$ cat src/rtl/decode_queue.sv
// Instruction queue between fetch and decode: DEPTH entries of {instr, pc},
// combinational decode of the head, precise trap reporting and redirect flush.
package decode_queue_pkg;
  typedef enum logic [1:0] {REG_RF = 2'd0, IMM = 2'd1, ZERO = 2'd2, PC = 2'd3} e_op_sel_t;
  typedef enum logic [1:0] {NO_LSU = 2'd0, LSU_LOAD = 2'd1, LSU_STORE = 2'd2} e_lsu_t;

  localparam logic [2:0] ADD_SUB = 3'd0;
  localparam logic [2:0] SLL     = 3'd1;
  localparam logic [2:0] SR      = 3'd5;

  localparam logic [6:0] OPC_OP_IMM   = 7'h13;
  localparam logic [6:0] OPC_LUI      = 7'h37;
  localparam logic [6:0] OPC_AUIPC    = 7'h17;
  localparam logic [6:0] OPC_OP       = 7'h33;
  localparam logic [6:0] OPC_JAL      = 7'h6f;
  localparam logic [6:0] OPC_JALR     = 7'h67;
  localparam logic [6:0] OPC_BRANCH   = 7'h63;
  localparam logic [6:0] OPC_LOAD     = 7'h03;
  localparam logic [6:0] OPC_STORE    = 7'h23;
  localparam logic [6:0] OPC_MISC_MEM = 7'h0f;
  localparam logic [6:0] OPC_SYSTEM   = 7'h73;

  typedef struct packed {
    logic [31:0] pc_dec;
    logic [31:0] imm;
    logic [4:0]  rd;
    logic        we_rd;
    e_op_sel_t   rs1_op;
    e_op_sel_t   rs2_op;
    e_lsu_t      lsu;
    logic [2:0]  f3;
    logic        alt;
    logic        jump;
    logic        branch;
  } s_id_ex_t;

  localparam s_id_ex_t ID_EX_NOP = '{pc_dec: '0, imm: '0, rd: '0, we_rd: 1'b0,
                                     rs1_op: REG_RF, rs2_op: IMM, lsu: NO_LSU,
                                     f3: ADD_SUB, alt: 1'b0, jump: 1'b0, branch: 1'b0};
endpackage

module decode_queue
  import decode_queue_pkg::*;
#(
  parameter int unsigned DEPTH         = 4,
  parameter bit          CHECK_FUNCT   = 1'b1,
  parameter bit          SUPPORT_DEBUG = 1'b1
) (
  input  logic                   clk,
  input  logic                   rst,
  input  logic                   jump_i,
  input  logic [31:0]            pc_jump_i,
  input  logic [31:0]            pc_reset_i,
  input  logic                   stall_i,
  input  logic                   fetch_valid_i,
  output logic                   fetch_ready_o,
  input  logic [31:0]            fetch_instr_i,
  output logic                   id_valid_o,
  input  logic                   id_ready_i,
  output s_id_ex_t               id_ex_o,
  output logic [4:0]             rs1_addr_o,
  output logic [4:0]             rs2_addr_o,
  output logic                   trap_valid_o,
  output logic [3:0]             trap_cause_o,
  output logic [31:0]            trap_tval_o,
  output logic [$clog2(DEPTH):0] occupancy_o
);
  localparam int unsigned AW = $clog2(DEPTH);
  localparam logic [AW:0] ONE = {{AW{1'b0}}, 1'b1};

  logic [31:0] mem_instr [DEPTH];
  logic [31:0] mem_pc    [DEPTH];
  logic [AW:0] wr_ptr, rd_ptr, occ_ff;
  logic [31:0] pc_next_ff;
  logic        empty, full, push, pop;

  logic [31:0] head_instr, head_pc;
  logic [6:0]  opcode, f7;
  logic [2:0]  f3;
  logic [4:0]  rd;
  logic [31:0] imm_i, imm_s, imm_b, imm_u, imm_j;
  s_id_ex_t    dec;
  logic        illegal, is_ecall, is_ebreak, head_trap;
  logic [3:0]  cause;
  logic [31:0] tval;

  assign empty = (wr_ptr == rd_ptr);
  assign full  = (wr_ptr[AW] != rd_ptr[AW]) && (wr_ptr[AW-1:0] == rd_ptr[AW-1:0]);

  // Ready is also held low while in reset so every output reads 0 there.
  assign fetch_ready_o = rst & ~full & ~jump_i;
  assign id_valid_o    = ~empty & ~head_trap & ~stall_i & ~jump_i;
  assign trap_valid_o  = ~empty & head_trap & ~jump_i;
  assign push          = fetch_valid_i & fetch_ready_o;
  assign pop           = id_valid_o & id_ready_i;

  always_ff @(posedge clk) begin
    if (!rst) begin
      wr_ptr     <= '0;
      rd_ptr     <= '0;
      occ_ff     <= '0;
      pc_next_ff <= pc_reset_i;
    end else if (jump_i) begin
      wr_ptr     <= '0;
      rd_ptr     <= '0;
      occ_ff     <= '0;
      pc_next_ff <= pc_jump_i;
    end else begin
      if (push) begin
        wr_ptr     <= wr_ptr + ONE;
        pc_next_ff <= pc_next_ff + 32'd4;
      end
      if (pop) rd_ptr <= rd_ptr + ONE;
      case ({push, pop})
        2'b10:   occ_ff <= occ_ff + ONE;
        2'b01:   occ_ff <= occ_ff - ONE;
        default: occ_ff <= occ_ff;
      endcase
    end
  end

  always_ff @(posedge clk) begin
    if (push) begin
      mem_instr[wr_ptr[AW-1:0]] <= fetch_instr_i;
      mem_pc[wr_ptr[AW-1:0]]    <= pc_next_ff;
    end
  end

  assign head_instr = mem_instr[rd_ptr[AW-1:0]];
  assign head_pc    = mem_pc[rd_ptr[AW-1:0]];
  assign opcode     = head_instr[6:0];
  assign rd         = head_instr[11:7];
  assign f3         = head_instr[14:12];
  assign f7         = head_instr[31:25];
  assign imm_i      = {{20{head_instr[31]}}, head_instr[31:20]};
  assign imm_s      = {{20{head_instr[31]}}, head_instr[31:25], head_instr[11:7]};
  assign imm_b      = {{19{head_instr[31]}}, head_instr[31], head_instr[7],
                       head_instr[30:25], head_instr[11:8], 1'b0};
  assign imm_u      = {head_instr[31:12], 12'd0};
  assign imm_j      = {{11{head_instr[31]}}, head_instr[31], head_instr[19:12],
                       head_instr[20], head_instr[30:21], 1'b0};

  always_comb begin
    dec        = ID_EX_NOP;
    dec.pc_dec = head_pc;
    illegal    = 1'b0;
    is_ecall   = 1'b0;
    is_ebreak  = 1'b0;
    case (opcode)
      OPC_OP_IMM: begin
        dec.we_rd = 1'b1; dec.rd = rd; dec.f3 = f3; dec.imm = imm_i;
        dec.alt   = (f3 == SR) && head_instr[30];
        if (CHECK_FUNCT && f3 == SLL && f7 != 7'h00) illegal = 1'b1;
        if (CHECK_FUNCT && f3 == SR && f7 != 7'h00 && f7 != 7'h20) illegal = 1'b1;
      end
      OPC_LUI: begin
        dec.we_rd = 1'b1; dec.rd = rd; dec.rs1_op = ZERO; dec.imm = imm_u;
      end
      OPC_AUIPC: begin
        dec.we_rd = 1'b1; dec.rd = rd; dec.rs1_op = PC; dec.imm = imm_u;
      end
      OPC_OP: begin
        dec.we_rd = 1'b1; dec.rd = rd; dec.f3 = f3; dec.rs2_op = REG_RF;
        dec.alt   = head_instr[30];
        if (CHECK_FUNCT && ((f7 != 7'h00 && f7 != 7'h20) ||
                            (f7 == 7'h20 && f3 != ADD_SUB && f3 != SR))) illegal = 1'b1;
      end
      OPC_JAL: begin
        dec.we_rd = 1'b1; dec.rd = rd; dec.jump = 1'b1; dec.rs1_op = PC; dec.imm = imm_j;
      end
      OPC_JALR: begin
        dec.we_rd = 1'b1; dec.rd = rd; dec.jump = 1'b1; dec.f3 = f3; dec.imm = imm_i;
        if (CHECK_FUNCT && f3 != 3'd0) illegal = 1'b1;
      end
      OPC_BRANCH: begin
        dec.branch = 1'b1; dec.rs2_op = REG_RF; dec.f3 = f3; dec.imm = imm_b;
        if (CHECK_FUNCT && (f3 == 3'd2 || f3 == 3'd3)) illegal = 1'b1;
      end
      OPC_LOAD: begin
        dec.we_rd = 1'b1; dec.rd = rd; dec.lsu = LSU_LOAD; dec.f3 = f3; dec.imm = imm_i;
        if (CHECK_FUNCT && (f3 == 3'd3 || f3 == 3'd6 || f3 == 3'd7)) illegal = 1'b1;
      end
      OPC_STORE: begin
        dec.lsu = LSU_STORE; dec.f3 = f3; dec.imm = imm_s;
        if (CHECK_FUNCT && f3 > 3'd2) illegal = 1'b1;
      end
      OPC_MISC_MEM: begin
      end
      OPC_SYSTEM: begin
        dec.rs1_op = ZERO; dec.rs2_op = ZERO;
        is_ecall   = (head_instr == 32'h0000_0073);
        is_ebreak  = (head_instr == 32'h0010_0073);
      end
      default: illegal = 1'b1;
    endcase
    if (head_instr[1:0] != 2'b11) illegal = 1'b1;
  end

  // Illegal wins over ecall/ebreak; without debug support ebreak reports as illegal.
  always_comb begin
    head_trap = illegal | is_ecall | is_ebreak;
    if (illegal || (is_ebreak && !SUPPORT_DEBUG)) begin
      cause = 4'd2;  tval = head_instr;
    end else if (is_ecall) begin
      cause = 4'd11; tval = '0;
    end else if (is_ebreak) begin
      cause = 4'd3;  tval = head_pc;
    end else begin
      cause = 4'd0;  tval = '0;
    end
  end

  assign id_ex_o      = id_valid_o ? dec : ID_EX_NOP;
  assign rs1_addr_o   = empty ? '0 : head_instr[19:15];
  assign rs2_addr_o   = empty ? '0 : head_instr[24:20];
  assign trap_cause_o = trap_valid_o ? cause : '0;
  assign trap_tval_o  = trap_valid_o ? tval : '0;
  assign occupancy_o  = occ_ff;
endmodule

$ cat config.mk
export PLATFORM = sky130hd
export DESIGN_NAME = decode_queue
export DESIGN_NICKNAME = d
export VERILOG_FILES = /design/src/rtl/decode_queue.sv
export SDC_FILE = /design/constraint.sdc
export NUM_CORES = 1
export LEC_CHECK = 0
export BUFFER_PORTS_ARGS = -buffer_cell sky130_fd_sc_hd__buf_2
export CAP_MARGIN = 30
export CELL_PAD_IN_SITES_DETAIL_PLACEMENT = 1
export CELL_PAD_IN_SITES_GLOBAL_PLACEMENT = 1
export CORE_AREA = 10 10 185 187
export DETAILED_ROUTE_END_ITERATION = 10
export DIE_AREA = 0 0 195 197
export GPL_TIMING_DRIVEN = 0
export PLACE_DENSITY = 0.81
export SYNTH_ARGS = -nofsm -noshare
export SYNTH_HDL_FRONTEND = slang
export SYNTH_SLANG_ARGS = --single-unit
$ cat constraint.sdc
create_clock -name clk -period 6.7 [get_ports clk]
set_input_delay 0.335 -clock clk [delete_from_list [all_inputs] [get_ports clk]]
set_output_delay 0.335 -clock clk [all_outputs]
set_load 0.01 [all_outputs]
Word level (Yosys, flattened, before mapping)
Memories as Yosys holds them, arrays and structs flattened. A register that Yosys moved wholly into a read port is not among the register bits.
Cells that the tools add are included.

word-level totals
  register bits after elaboration = 41
  bits in writable memories = 256
  input bits = 102
  output and inout bits = 134
  word-level logic and storage cells = 124
  memories = 2

cells by class
  add/subtract/negate cells = 5
  order comparisons = 1
  equal/unequal tests = 29
  muxes and demuxes = 41
  bitwise gates (word level) = 17
  reductions and logical operators = 25

memories
  name       words  width  read ports  clocked after memory_dff  write ports  line  RTL
  mem_instr  4      32     1           1                         1            71    logic [31:0] mem_instr [DEPTH];
  mem_pc     4      32     1           1                         1            72    logic [31:0] mem_pc [DEPTH];

operator list
  operator                                                                  number
  32-bit two-way mux                                                        7
  32-bit one-hot mux with 5 select lines                                    1
  82-bit two-way mux                                                        1
  32-bit by 3-bit adder with 32-bit output (second input constant)          1
  32-bit by 21-bit equality test with 1-bit output (second input constant)  1
  32-bit by 7-bit equality test with 1-bit output (second input constant)   1
  7-bit by 6-bit equality test with 1-bit output (second input constant)    4
  7-bit equality test (second input constant)                               4
  7-bit by 5-bit equality test with 1-bit output (second input constant)    2
  1-bit two-way mux                                                         14
  4-bit two-way mux                                                         3
  2-bit one-hot mux with 2 select lines                                     3
  2-bit OR reduction                                                        6
  2-bit two-way mux                                                         5
  5-bit two-way mux                                                         2
  3-bit by 1-bit adder with 3-bit output (second input constant)            3
  1-bit bitwise AND                                                         9
  3-bit equality test (second input constant)                               3
  1-bit logical AND                                                         8
  7-bit by 2-bit equality test with 1-bit output (second input constant)    1
  7-bit by 4-bit equality test with 1-bit output (second input constant)    1
  7-bit by 6-bit inequality test with 1-bit output (second input constant)  1
  1-bit one-hot mux with 7 select lines                                     1
  7-bit nonzero test                                                        1
  other kinds (25)                                                          35

Logic depth before layout (Yosys ltp)
Gate-level depths: netlist (run 1).

  word-level depth = 16
  gate-level depth with buffers = 19

Least setup slack after synthesis (run 1)
No wires, ideal clock.

  kind = reg2reg
  start = register with a tool-made name
  end = register occ_ff[2] (netlist: occupancy_o[2])
  arrival = 3967 ps
  slack = 2661 ps
  stages on the path, launching flop included = 19
  period minus slack after synthesis = 4039 ps
  path through = dfxtp_1 > buf_6 > buf_12 > mux4_2 > and3_4 > nand4_2 > nor3_4 > or4_1 > buf_4 > or2_1 > buf_6 > buf_2 > nor2_1 > ha_1 > inv_1 > fa_1 > xor2_1 > or3_1 > a21oi_1

RTL lines
  what                  line  RTL
  end signal, assigned  115   2'b10: occ_ff <= occ_ff + ONE;
  end signal, assigned  116   2'b01: occ_ff <= occ_ff - ONE;
  end, declared         73    logic [AW:0] wr_ptr, rd_ptr, occ_ff;

==> results of run 1 <==
==> final timing paths <==
check	startpoint	endpoint	slack (ns)	depth (start not counted)
max	flip-flop	trap_tval_o[1]	1.70	11
min	fetch_instr_i[26]	mem_instr[2][26]	0.02	1
max reg2reg	flip-flop	occupancy_o[2]	1.86	18
min reg2reg	occupancy_o[2]	occupancy_o[2]	0.50	2
==> final cells by class <==
cell class                 count  area (um2)
clock inverter                15         123
antenna                        2        5.00
tap                          396         495
multi-input combinational    540        4410
fill                        3083       13900
inverter                      16        62.6
sequential                   299        8870
buffer                        54         300
timing repair buffer         254        1430
clock buffer                  38         812
==> placed cells by master (no fill, tap or decap), drive strengths merged, types with 11 or more instances in the layout <==
master / n
a21oi: 36
a22oi: 34
and2: 48
and3: 15
buf: 270
clkbuf: 63
clkinv: 12
dfxtp: 11
dlygate4sd3: 13
edfxtp: 288
inv: 16
mux2: 29
mux4: 63
nand2: 74
nand3: 15
nor2: 57
nor2b: 14
nor3: 13
o21ai: 39
xnor2: 11
xor2: 24
==> worst register-to-register path: cells and delay by family, from the launching register on <==
kind | cells | cell delay (ns)
XOR/XNOR | 1 | 0.16
multiplexers | 1 | 0.54
buffers and inverters | 6 | 1.34
AO/OA/AOI/OAI | 1 | 0.14
flip-flops | 1 | 0.34
adder cells (fa/ha/maj) | 2 | 0.61
AND/OR/NAND/NOR | 7 | 1.62
==> per-layer routing <==
metal	vias to the layer above	routed length, um
met5	-	0
met3	62	2750
met4	0	986
met2	352	21100
li1	4082	-
met1	4686	17000
==> through the flow <==
stage / hold slack [ns] / setup WS, ns / area, um2 / cells / utilization, %
2_1_floorplan: 0.434 / 2.66 / 13600 / 909 / -
3_3_place_gp: 0.471 / 1.74 / 15300 / 1538 / 50.2
3_5_place_dp: 0.491 / 1.88 / 15400 / 1545 / 50.7
4_1_cts: 0.000505 / 1.65 / 16500 / 1609 / 54.1
5_1_grt: 0.00149 / 1.46 / 16500 / 1613 / 54.2
6_report: 0.0176 / 1.70 / 16500 / 1614 / 54.3
==> registers in the layout (all words and copies together), names as in the netlist, named ones only <==
name         flops
mem_instr      128
mem_pc         128
pc_next_ff      32
occupancy_o      3
rd_ptr           3
wr_ptr           3
==> logic make-up after synthesis <==
family / synth area share (%)
AO/OA/AOI/OAI: 6.06
XOR/XNOR: 2.25
adder cells (fa/ha/maj): 0.790
buffers and inverters: 2.66
flip-flops: 65.1
multiplexers: 13.0
other: 0.0275
AND/OR/NAND/NOR: 10.1
==> what timing repair did <==
item | 4_1_cts | 5_1_grt
gates resized for setup | 0 | 0
hold buffers | 11 | 2
endpoints found under the hold margin | 40 | 5
==> report_power, final <==
part	leakage, uW	internal, uW	switching, uW
Sequential	0.00273	2110	50.0
Clock	0.000462	927	678
Combinational	0.00283	89.2	111
==> results, run 1 <==
- For this design the ratio of total power to cell area is 240 nW/um2.
- The root buffer cell is clkbuf_16.
- The proportion of synthesized chip area in sequential cells is 65.1%.
- TritonCTS built the clock tree.
- For this design, the sink count on the clock tree is 299.
- By count the netlist is led by edfxtp_1, nand2_1, mux4_2.
- The flow ran to the end, and the final reports show no timing, DRC or antenna violations.
- The via count of the routed design is 9182.
- For this run, global-route usage on met2 was measured as 36.5%.
- In this run the standard cell core region covers 30400 um2.
- The class of the most critical hold timing path is input port to flip-flop.
- The number of global-route vias before repair is 9804.
- The largest total area in the synthesized netlist belongs to edfxtp_1.
- The dominant cell by count in the synthesized netlist is edfxtp_1.
- The placer congestion estimate is 0.848.
- In the final timing run, aggregate negative setup slack is 0 ns.
- The clock passes through at most 3 buffers.
- The area overhead of the layout relative to synthesis is 21.2%.
- The number of port buffers is 233.
- The tool flagged a number of max-cap violations equal to 0.
- The most used routing layer in global routing is met2.
- The final antenna-violating net count is 0.
- The total wirelength of the detailed-routed design is 41800 um.
- The startpoint type of the worst setup path is a flip-flop.
- The number of pins exceeding their max-slew limit in the final report is 0.
- The total I/O pin count is 236.
- The critical path contains buffers and inverters numbering 5 combined.
- The fraction of layout cells with a size suffix above 1 is 34.5%.
- The met1 track demand over resource in global routing is 26.3%.
- The total count of hold-check failures in the final report is 0.
- The critical path goes through buf_4, clkbuf_1, mux4_2, nor4_1, nand4_2, nor4_1, buf_2, buf_2, a21oi_1, nor3b_1, buf_2.
- The number of nets in the synthesized netlist is 1019.
- In the routed design, unresolved DRC markers number 0.
- The final net count is 1306.
- The worst supply voltage drop on vdd is 173 uV.
- The first detailed-routing pass took 5 iterations.
- During synthesis, Yosys emitted a total of 0 warnings.
- The floorplan die width is 195 um.
- Averaged over all synthesized cells, the footprint is 15.0 um2.
- The vertical extent of the die is 197 um.
- Setup repair after global routing left no endpoint under its margin.
- Total power for the finished layout comes to 3960 uW.
- Once the clock tree was built, the setup fixing pass inserted 0 buffers.
- The cell area that synthesis handed to floorplanning was 13600 um2.
- The overall overflow remaining after global route is 0.
- The number of rows created at floorplan is 64.
- The number of flops mapped to enable cells by yosys is 288.
- The delay of the slowest cell on the worst path is 0.63 ns.
- The cell class contributing the biggest share of worst-path delay is simple AND/OR/NAND/NOR gates.
- Synthesis instantiated 64 different standard cells from the library.
- The estimated wirelength of the detail-placed design is 30400 um.
- After detailed routing, the number of vias per cell comes to 5.69.
- After synthesis, the cell types taking the most area are edfxtp_1, mux4_2, mux2_2.
- The first-pass GRT wire length is 62000 um.
- The deepest level of the CTS H-tree is 1.
- The overall track demand over capacity in global routing is 20.9%.
- The effective utilization at floorplan is 44.8%.
- In this run, the number of DRC markers left after iteration 0 of detailed routing was 705.
- The data arrival time of the critical path is 4.66 ns.
- In this run the static leakage power is 0.00602 uW.
- The clock arrives with 0.0168 ns of skew.
- The fmax is 200 MHz.
- Setup violations remaining at the end of the flow were counted as 0.
- The relative slew slack is 39.5%.
- The post-synthesis instance total is 909.
- The share of flip-flops with an asynchronous set or reset is 0%.
- The final routed wire length divided by cell count is 25.9 um.
- The final critical delay including setup and external delays is 5.00 ns.
- The die covers 38400 um2.
- The share of Yosys cell area claimed by the top area cell type is 63.5%.
- Global routing used 3.73% of the available met3 tracks.
- In this run, synthesis produced a sequential element count of 299.
- The slew at the pin with the worst max-slew slack is 0.907 ns.
- The class of the most critical setup path is flip-flop to primary output.
- Clock-pin slew was measured on the worst setup and hold paths at 0.06 ns.
- The slowest stage of the critical path belongs to the cell nor4_1.
- The pin count of the biggest net entering global routing is 59.
- The later pin in the worst-skew pair is clocked with a latency of 0.55 ns.
- In this run, CTS created clock tree buffers numbering 31.
- The initial antenna violation count is 1.
- The fraction of the cycle the final worst path needs is 74.6%.
- Of all nets on the critical path, the largest fanout is 10.
- The most used flip-flop cell after synthesis is edfxtp_1.
- The worst setup path is captured at a primary output.
- The required time of the critical path is 6.36 ns.
- The cell that appears most often on the critical path is buf_2.
No activity file was read; power rests on OpenSTA's default activity.
==> run 2, diff against run 1 <==
==> config.mk (replaced) <==
export PLATFORM = sky130hd
export DESIGN_NAME = decode_queue
export DESIGN_NICKNAME = d
export VERILOG_FILES = /design/src/rtl/decode_queue.sv
export SDC_FILE = /design/constraint.sdc
export NUM_CORES = 1
export LEC_CHECK = 0
export ABC_AREA = 1
export BUFFER_PORTS_ARGS = -buffer_cell sky130_fd_sc_hd__buf_2
export CAP_MARGIN = 30
export CELL_PAD_IN_SITES_DETAIL_PLACEMENT = 1
export CELL_PAD_IN_SITES_GLOBAL_PLACEMENT = 1
export CORE_AREA = 10 10 192 194
export DETAILED_ROUTE_END_ITERATION = 10
export DIE_AREA = 0 0 202 204
export GPL_TIMING_DRIVEN = 0
export PLACE_DENSITY = 0.84
export SYNTH_ARGS = -nofsm -noshare
export SYNTH_HDL_FRONTEND = slang
export SYNTH_SLANG_ARGS = --single-unit
==> constraint.sdc (replaced) <==
create_clock -name clk -period 5.2 [get_ports clk]
set_input_delay 0.26 -clock clk [delete_from_list [all_inputs] [get_ports clk]]
set_output_delay 0.26 -clock clk [all_outputs]
set_load 0.01 [all_outputs]
==> run 2 against run 1 <==
Clock power up 38%. First-iteration DRC count up 18%. Count of clock-buffer cells in the layout down 3. Largest power group unchanged. Largest cell class unchanged. Power up 34%. Register-to-register slack worse by 0.76 ns. Sequential power up 29%. Non-clock buffer count up 57. Clock skew up 0.0063 ns. Critical endpoint is now id_ex_o[74]. Flip-flop and latch count unchanged. Combinational power up 43%.
==> results, run 2 <==
- The run finished with clean final reports.
- The floorplan die width is 202 um (+3.6%).
- The source-to-sink clock delay at the later pin of the worst-skew pair came to 0.57 ns (+0.02 ns).
- The final antenna diode count came to 0 (-2).
- The pin count of the biggest net entering global routing came to 29 (-51%).
- The class of the most critical hold timing path is input port to flip-flop.
- The estimated wirelength of the detail-placed design came to 37900 um (+25%).
- The total count of hold-check failures in the final report is 0 (unchanged).
- The vertical extent of the die came to 204 um (+3.6%).
- The relative slew slack is 35.8% (-3.7 points).
- The synthesized area per cell is 9.90 um2 (-34%).
- The library cell with the largest summed area after synthesis is edfxtp_1.
- The final antenna-violating net count was 0 (unchanged).
- The first-pass GRT wire length was 77900 um (+26%).
- The area overhead of the layout relative to synthesis is 23.7%.
- The via count normalized by instance count is 5.48 (-3.7%).
- The proportion of synthesized chip area in sequential cells is 62.0% (-3.1 points).
- The data arrival time of the critical path is 4.05 ns (-0.61 ns).
- The flip-flop and latch count after synthesis was 299 (unchanged).
- In the layout the commonest cells are nand2_1, edfxtp_1, buf_2.
- The deepest level of the CTS H-tree was 1 (unchanged).
- The number of flops mapped to enable cells by yosys is 288 (unchanged).
- The post-CTS resize count is 0 (unchanged).
- The worst path in the final design needs a cycle of 4.31 ns, including I/O delays and setup.
- The number of buffers created by CTS was 31 (unchanged).
- The startpoint type of the worst setup path is a flip-flop.
- The library cell used most frequently in the layout, excluding fill and tap cells, is nand2_1.
- The placer congestion estimate is 0.906 (+6.8%).
- The number of remaining DRC errors is 0 (unchanged).
- The number of nets produced by synthesis was 1554 (+53%).
- The iteration-0 DRC count of the detailed router is 834 (+18%).
- The worst-case clock skew was 0.0231 ns (+0.00633 ns).
- The number of port buffers came to 232 (-0.43%).
- The maximum number of buffers from clock root to sink is 3 (unchanged).
- The number of setup violations in the final report was 0 (unchanged).
- After synthesis, the cell types taking the most area are edfxtp_1, nand2_1, nand3_1.
- The fraction of layout cells with a size suffix above 1 is 20.0% (-14 points).
- The top fanout value on the critical path is 10 (unchanged).
- The total iterations of the first detailed-routing run was 5 (unchanged).
- The number of inserted filler cells in the final layout came to 3712 (+20%).
- In this run the critical register-to-register path is captured at occupancy_o[2].
- The worst hold path depth is 3 (+2).
- The overall overflow remaining after global route was 0 (unchanged).
- The final worst-path setup slack is 0.888 ns (-0.814 ns).
- The core area was 33100 um2 (+8.8%).
- nand2_1 is the most common cell in the netlist.
- The share of flip-flops with an asynchronous set or reset is 0% (unchanged).
- Setup repair after global routing left no endpoint under its margin.
- The fmax is 232 MHz.
- The required time of the critical path is 4.94 ns (-1.42 ns).
- The die footprint is 41200 um2 (+7.3%).
- The final routed wire length divided by cell count is 23.1 um (-11%).
- The total of max-cap violations is 0 (unchanged).
- The worst supply voltage drop on vdd is 240 uV (+38%).
- The total wirelength of the detailed-routed design is 51500 um (+23%).
- The tightest hold margin was 0.00261 ns (-0.0150 ns).
- The worst reg-to-reg path cell count is 22 (+4).
- The post-synthesis instance total was 1444 (+59%).
- TritonCTS built the clock tree.
- The share of Yosys cell area claimed by the top area cell type is 60.5% (-3.0 points).
- In the synthesized netlist, the cells that appear most often are nand2_1, edfxtp_1, nor2_1.
- The final cell utilization of the core is 53.4% (-0.81 points).
- The final net count was 1872 (+43%).
- STA classifies the critical path endpoint as a primary output.
- The overall track demand over capacity in global routing is 24.2% (+3.2 points).
- The total number of yosys warnings came to 0 (unchanged).
- For this run, the leading register cell type out of synthesis is edfxtp_1.
- The number of pins exceeding their max-slew limit in the final report came to 0 (unchanged).
- The total I/O pin count is 236 (unchanged).
- The worst-case register-to-register setup slack is 1.10 ns (-0.76 ns).
- The cell leakage power is 0.00737 uW (+22%).
- The number of rows created at floorplan is 67 (+4.7%).
- The clock sink total is 299 (unchanged).
- The count of cell types in the netlist came to 43 (-33%).
- The effective utilization at floorplan came to 43.2% (-1.6 points).
- In the finished design, the share of the clock period the worst path needs comes to 82.9%.
- The netlist area before placement is 14300 um2 (+5.0%).
- The via count of the routed design came to 12200 (+33%).
- The clock transition time at the flip-flop clock pins of the worst setup and hold paths is 0.06 ns (about the same).
- The number of global-route vias before repair is 13200 (+35%).
- The pre-CTS worst setup slack came to 1.24 ns (-0.635 ns).
- The initial antenna violation count came to 1 (unchanged).
- The final-layout setup total negative slack is 0 ns (unchanged).
- The worst setup path is of the flip-flop to primary output kind.
- The critical path ends at id_ex_o[74].
- The tree is rooted in a clkbuf_16.
- The slew at the pin with the worst max-slew slack is 0.960 ns (+0.0525 ns).
- The power density relative to cell area came to 299 nW/um2 (+25%).
[run 2: area by class of cell]
cell class / instances / area [um2] / share of cell area (%)
clock buffers: 35 / 791 / 4.47
clock inverters: 22 / 215 / 1.22
flip-flops and latches: 299 / 8870 / 50.1
well taps: 448 / 561 / 3.17
inverters: 105 / 397 / 2.24
repair buffers: 285 / 1800 / 10.2
multi-input cells: 960 / 4630 / 26.2
plain buffers: 80 / 432 / 2.44
[run 2: stage by stage]
stage,instances,power (uW),area [um2]
floorplan,1444,2940,14300
global placement,2124,3060,16000
detailed placement,2133,3080,16200
CTS,2234,5300,17700
global route,2234,5440,17700
finish,2234,5290,17700
[run 2: kinds of logic (layout without fill, tap and decap cells)]
logic type,after synthesis,in the layout,share of synthesized area (%)
other,1,1,0.0262
XOR/XNOR,28,28,1.71
AO/OA/AOI/OAI,197,197,8.43
flip-flops,299,299,62.0
adder cells (fa/ha/maj),8,8,0.752
buffers and inverters,185,527,5.79
AND/OR/NAND/NOR,726,726,21.3
[run 2: per-layer routing]
metal  share of wire (%)  vias to the layer above  track usage (%)  wire [um]
li1                    -                     5589                -          -
met1                  38                     6022             27.5      19400
met2                  52                      532             44.6      26700
met3                 7.5                       97             4.55       3860
met4                 3.0                        2             8.03       1530
met5               0.021                        -                0         11
[run 2: worst min-delay path by stage]
stage	to	from	slack [ns]
final	pc_next_ff[1]	pc_reset_i[1]	0.003
after global routing	pc_next_ff[23]	pc_reset_i[23]	0.02
after CTS	pc_next_ff[13]	pc_reset_i[13]	0.006
after detailed placement	occupancy_o[2]	occupancy_o[2]	0.46
after global placement	occupancy_o[2]	occupancy_o[2]	0.45
after floorplan	mem_instr[0][0]	fetch_instr_i[0]	0.36
[run 2: critical path: stages, from the launching register on]
cell and delay (ns):
dfxtp_1 0.31, buf_6 0.14, buf_2 0.19, nand2_1 0.10, nand2_1 0.07, o21ai_1 0.53
inv_1 0.24, nor2_1 0.15, nand2_1 0.10, nand2_1 0.08, nor2_1 0.04, nor2_2 0.13
nand3_4 0.17, nor2_4 0.25, nand2_2 0.13, buf_6 0.19, buf_4 0.20, nor2_1 0.25
buf_2 0.20
[run 2: report_power, final]
| part | internal, uW | total, uW | switching (uW) |
|---|---|---|---|
| clock network | 1290 | 2220 | 938 |
| registers | 2720 | 2780 | 66.3 |
| logic | 115 | 286 | 171 |
| total | 4120 | 5290 | 1180 |
[run 2: repair_timing]
| action | in CTS | in global routing |
|---|---|---|
| buffers inserted | 0 | 0 |
| hold buffers | 44 | 0 |
| hold endpoints to repair | 140 | 0 |
==> run 3, diff against run 2 <==
==> constraint.sdc (replaced) <==
create_clock -name clk -period 4.2 [get_ports clk]
set_input_delay 0.21 -clock clk [delete_from_list [all_inputs] [get_ports clk]]
set_output_delay 0.21 -clock clk [all_outputs]
set_load 0.01 [all_outputs]
==> run 3 against run 2 <==
Hold slack gained 0.0097 ns. Global-route usage grew 0.66 points. Via count grew 2.4%. Sequential power grew 24%. Clock power grew 31%. Clock skew shrank 0.0050 ns. Non-clock buffer count grew 12. Count of clock-buffer cells in the layout grew 17. Final cell count grew 0.81%. First-iteration DRC count grew 14%. Flip-flop and latch count is the same. Critical endpoint is now trap_tval_o[31]. Largest cell class unchanged. Highest routed layer unchanged.
==> results, run 3 (synthesis results as in run 2) <==
- The number of standard cells in the final layout excluding fillers is 2252 (+0.81%).
- The power density relative to cell area came to 375 nW/um2 (+25%).
- The die footprint was 41200 um2 (unchanged).
- The final routed wire length divided by cell count came to 23.5 um (+1.9%).
- Setup repair after global routing left no endpoint under its margin.
- The fraction of the cycle the final worst path needs is 95.7%.
- The worst setup path is launched from a flip-flop.
- The top fanout value on the critical path is 10 (unchanged).
- The switching portion of total power is 22.0% (-0.21 points).
- The number of port buffers is 232 (unchanged).
- The core area is 33100 um2 (unchanged).
- The fraction of layout cells with a size suffix above 1 is 21.0% (+0.98 points).
- The number of remaining DRC errors came to 0 (unchanged).
- The amount of wire on met3 after detailed routing is 4040 um (+4.6%).
- The data arrival time of the critical path is 3.81 ns (-0.24 ns).
- The via count of the routed design is 12500 (+2.4%).
- The vertical extent of the die came to 204 um (unchanged).
- The via count normalized by instance count is 5.57 (+1.6%).
- The slew at the pin with the worst max-slew slack is 0.879 ns (-0.0815 ns).
- The run finished with clean final reports.
- The estimated wirelength of the detail-placed design is 37900 um (about the same).
- The final antenna-violating net count is 0 (unchanged).
- The internal power contribution is 5240 uW (+27%).
- The clock tree from TritonCTS is done.
- The endpoint of the most critical register-to-register path is occupancy_o[2].
- The placer congestion estimate was 0.937 (+3.4%).
- The critical path is of the flip-flop to primary output type.
- The tightest hold margin is 0.0123 ns (+0.00965 ns).
- The pin count of the biggest net entering global routing is 28 (-3.4%).
- The total count of hold-check failures in the final report is 0 (unchanged).
- The overall track demand over capacity in global routing was 24.8% (+0.66 points).
- The clock transition time at the flip-flop clock pins of the worst setup and hold paths came to 0.06 ns (about the same).
- The highest metal layer carrying signal wires in the routed design is met5.
- The proportion of power drawn by combinational gates is 5.5% (about the same).
- The iteration-0 DRC count of the detailed router is 949 (+14%).
- The path class of the tightest hold or removal check is input port to flip-flop.
- The source-to-sink clock delay at the later pin of the worst-skew pair is 0.52 ns (-0.05 ns).
- The number of setup violations in the final report is 0 (unchanged).
- The deepest level of the CTS H-tree came to 2 (+1).
- The cell leakage power is 0.00748 uW (+1.6%).
- The total I/O pin count was 236 (unchanged).
- The total iterations of the first detailed-routing run was 5 (unchanged).
- The area overhead of the layout relative to synthesis is 25.4%.
- The number of buffers created by CTS is 34 (+9.7%).
- The number of rows created at floorplan is 67 (unchanged).
- The effective utilization at floorplan came to 43.2% (unchanged).
- The total wirelength of the detailed-routed design was 53000 um (+2.7%).
- The floorplan die width is 202 um (unchanged).
- The first-pass GRT wire length is 79300 um (+1.8%).
- The post-placement cell count was 2133 (unchanged).
- The wire length on met1 is 19800 um (+1.7%).
- In this run the most critical hold path is launched from pc_reset_i[0].
- The number of global-route vias before repair is 13600 (+2.9%).
- The final net count is 1887 (+0.80%).
- The worst-case register-to-register setup slack came to 0.33 ns (-0.77 ns).
- The library cell used most frequently in the layout, excluding fill and tap cells, is nand2_1.
- The overall overflow remaining after global route is 0 (unchanged).
- The wire length on met2 was 27600 um (+3.2%).
- The total of max-cap violations was 0 (unchanged).
- Static timing analysis puts the maximum clock frequency at 249 MHz.
- The library cells used most frequently in the layout, excluding fill and tap cells, are nand2_1, edfxtp_1, buf_2.
- The net switching power of the design is 1480 uW (+26%).
- The smallest clock period supported by the final layout is computed as 4.02 ns.
- The required time of the critical path is 3.99 ns (-0.95 ns).
- The maximum number of buffers from clock root to sink came to 3 (unchanged).
- The path with the worst hold slack has its endpoint at pc_next_ff[0].
- The number of pins exceeding their max-slew limit in the final report is 0 (unchanged).
- The part of the total power dissipated in the clock network is 43.2% (+1.2 points).
- The worst reg-to-reg path cell count was 22 (unchanged).
- The final-layout setup total negative slack is 0 ns (unchanged).
- The sequential cell fraction of total power came to 51.3% (-1.3 points).
- The worst-case clock skew is 0.0181 ns (-0.00504 ns).
- The worst setup path is captured at a primary output.
- The worst supply voltage drop on vdd is 213 uV (-11%).
- The initial antenna violation count is 2 (+1).
- The worst hold path depth is 3 (unchanged).
- The root buffer cell is clkbuf_16.
- The relative slew slack is 41.0% (+5.1 points).
- The clock sink total was 299 (unchanged).
[run 3: per-stage QoR]
stage / area, um2 / setup WS [ns] / utilization, % / total power (uW)
floorplan: 14300 / -0.126 / - / 3640
global placement: 16000 / -2.78 / 48.4 / 3790
detailed placement: 16200 / 0.294 / 49.0 / 3820
CTS: 17900 / 0.0128 / 54.0 / 6740
global route: 17900 / 0.00330 / 54.2 / 6910
finish: 17900 / 0.179 / 54.2 / 6720
[run 3: repair_timing]
action,CTS,global route
setup endpoints to repair,0,97
hold buffers,54,0
resized for setup,0,27
buffers inserted,0,2
hold endpoints to repair,148,0
[run 3: how the worst max path moves through the flow]
stage / slack, ns / to
after detailed placement: 0.29 / occupancy_o[2]
after global placement: -2.78 / mem_instr[1][19]
final: 0.18 / trap_tval_o[31]
after CTS: 0.01 / trap_tval_o[24]
after floorplan: -0.13 / mem_instr[0][0]
after global routing: 0.003 / occupancy_o[2]
[run 3: power by group through the flow]
stage          Combinational [uW]  Clock (uW)  Sequential [uW]
6_report                      367        2910             3450
5_1_grt                       400        3060             3460
4_1_cts                       360        2930             3450
3_5_place_dp                  313           0             3510
3_3_place_gp                  289           0             3500
2_1_floorplan                 167           0             3470
[run 3: worst max-delay path, cell delays in order, from the launching register on]
cell	delay, ns
dfxtp_1	0.35
inv_2	0.12
clkbuf_4	0.23
buf_4	0.22
buf_4	0.23
clkbuf_1	0.50
clkbuf_1	0.51
a21oi_1	0.12
a32o_1	0.27
o21ai_0	0.14
o21ai_0	0.10
nor2_1	0.28
buf_2	0.20
[run 3: layer usage]
metal	global-route usage, %	vias to the layer above
met1	27.9	6203
met4	9.23	2
met2	45.4	594
met3	5.17	111
met5	0	-
li1	-	5624
[run 3: area by class of cell]
cell class | instances | area [um2]
inverters | 105 | 397
clock inverters | 10 | 80.1
clock buffers | 52 | 1010
diodes | 1 | 2.50
well taps | 448 | 561
fillers | 3723 | 15200
repair buffers | 297 | 1900
plain buffers | 80 | 447
flip-flops and latches | 299 | 8870
multi-input cells | 960 | 4670
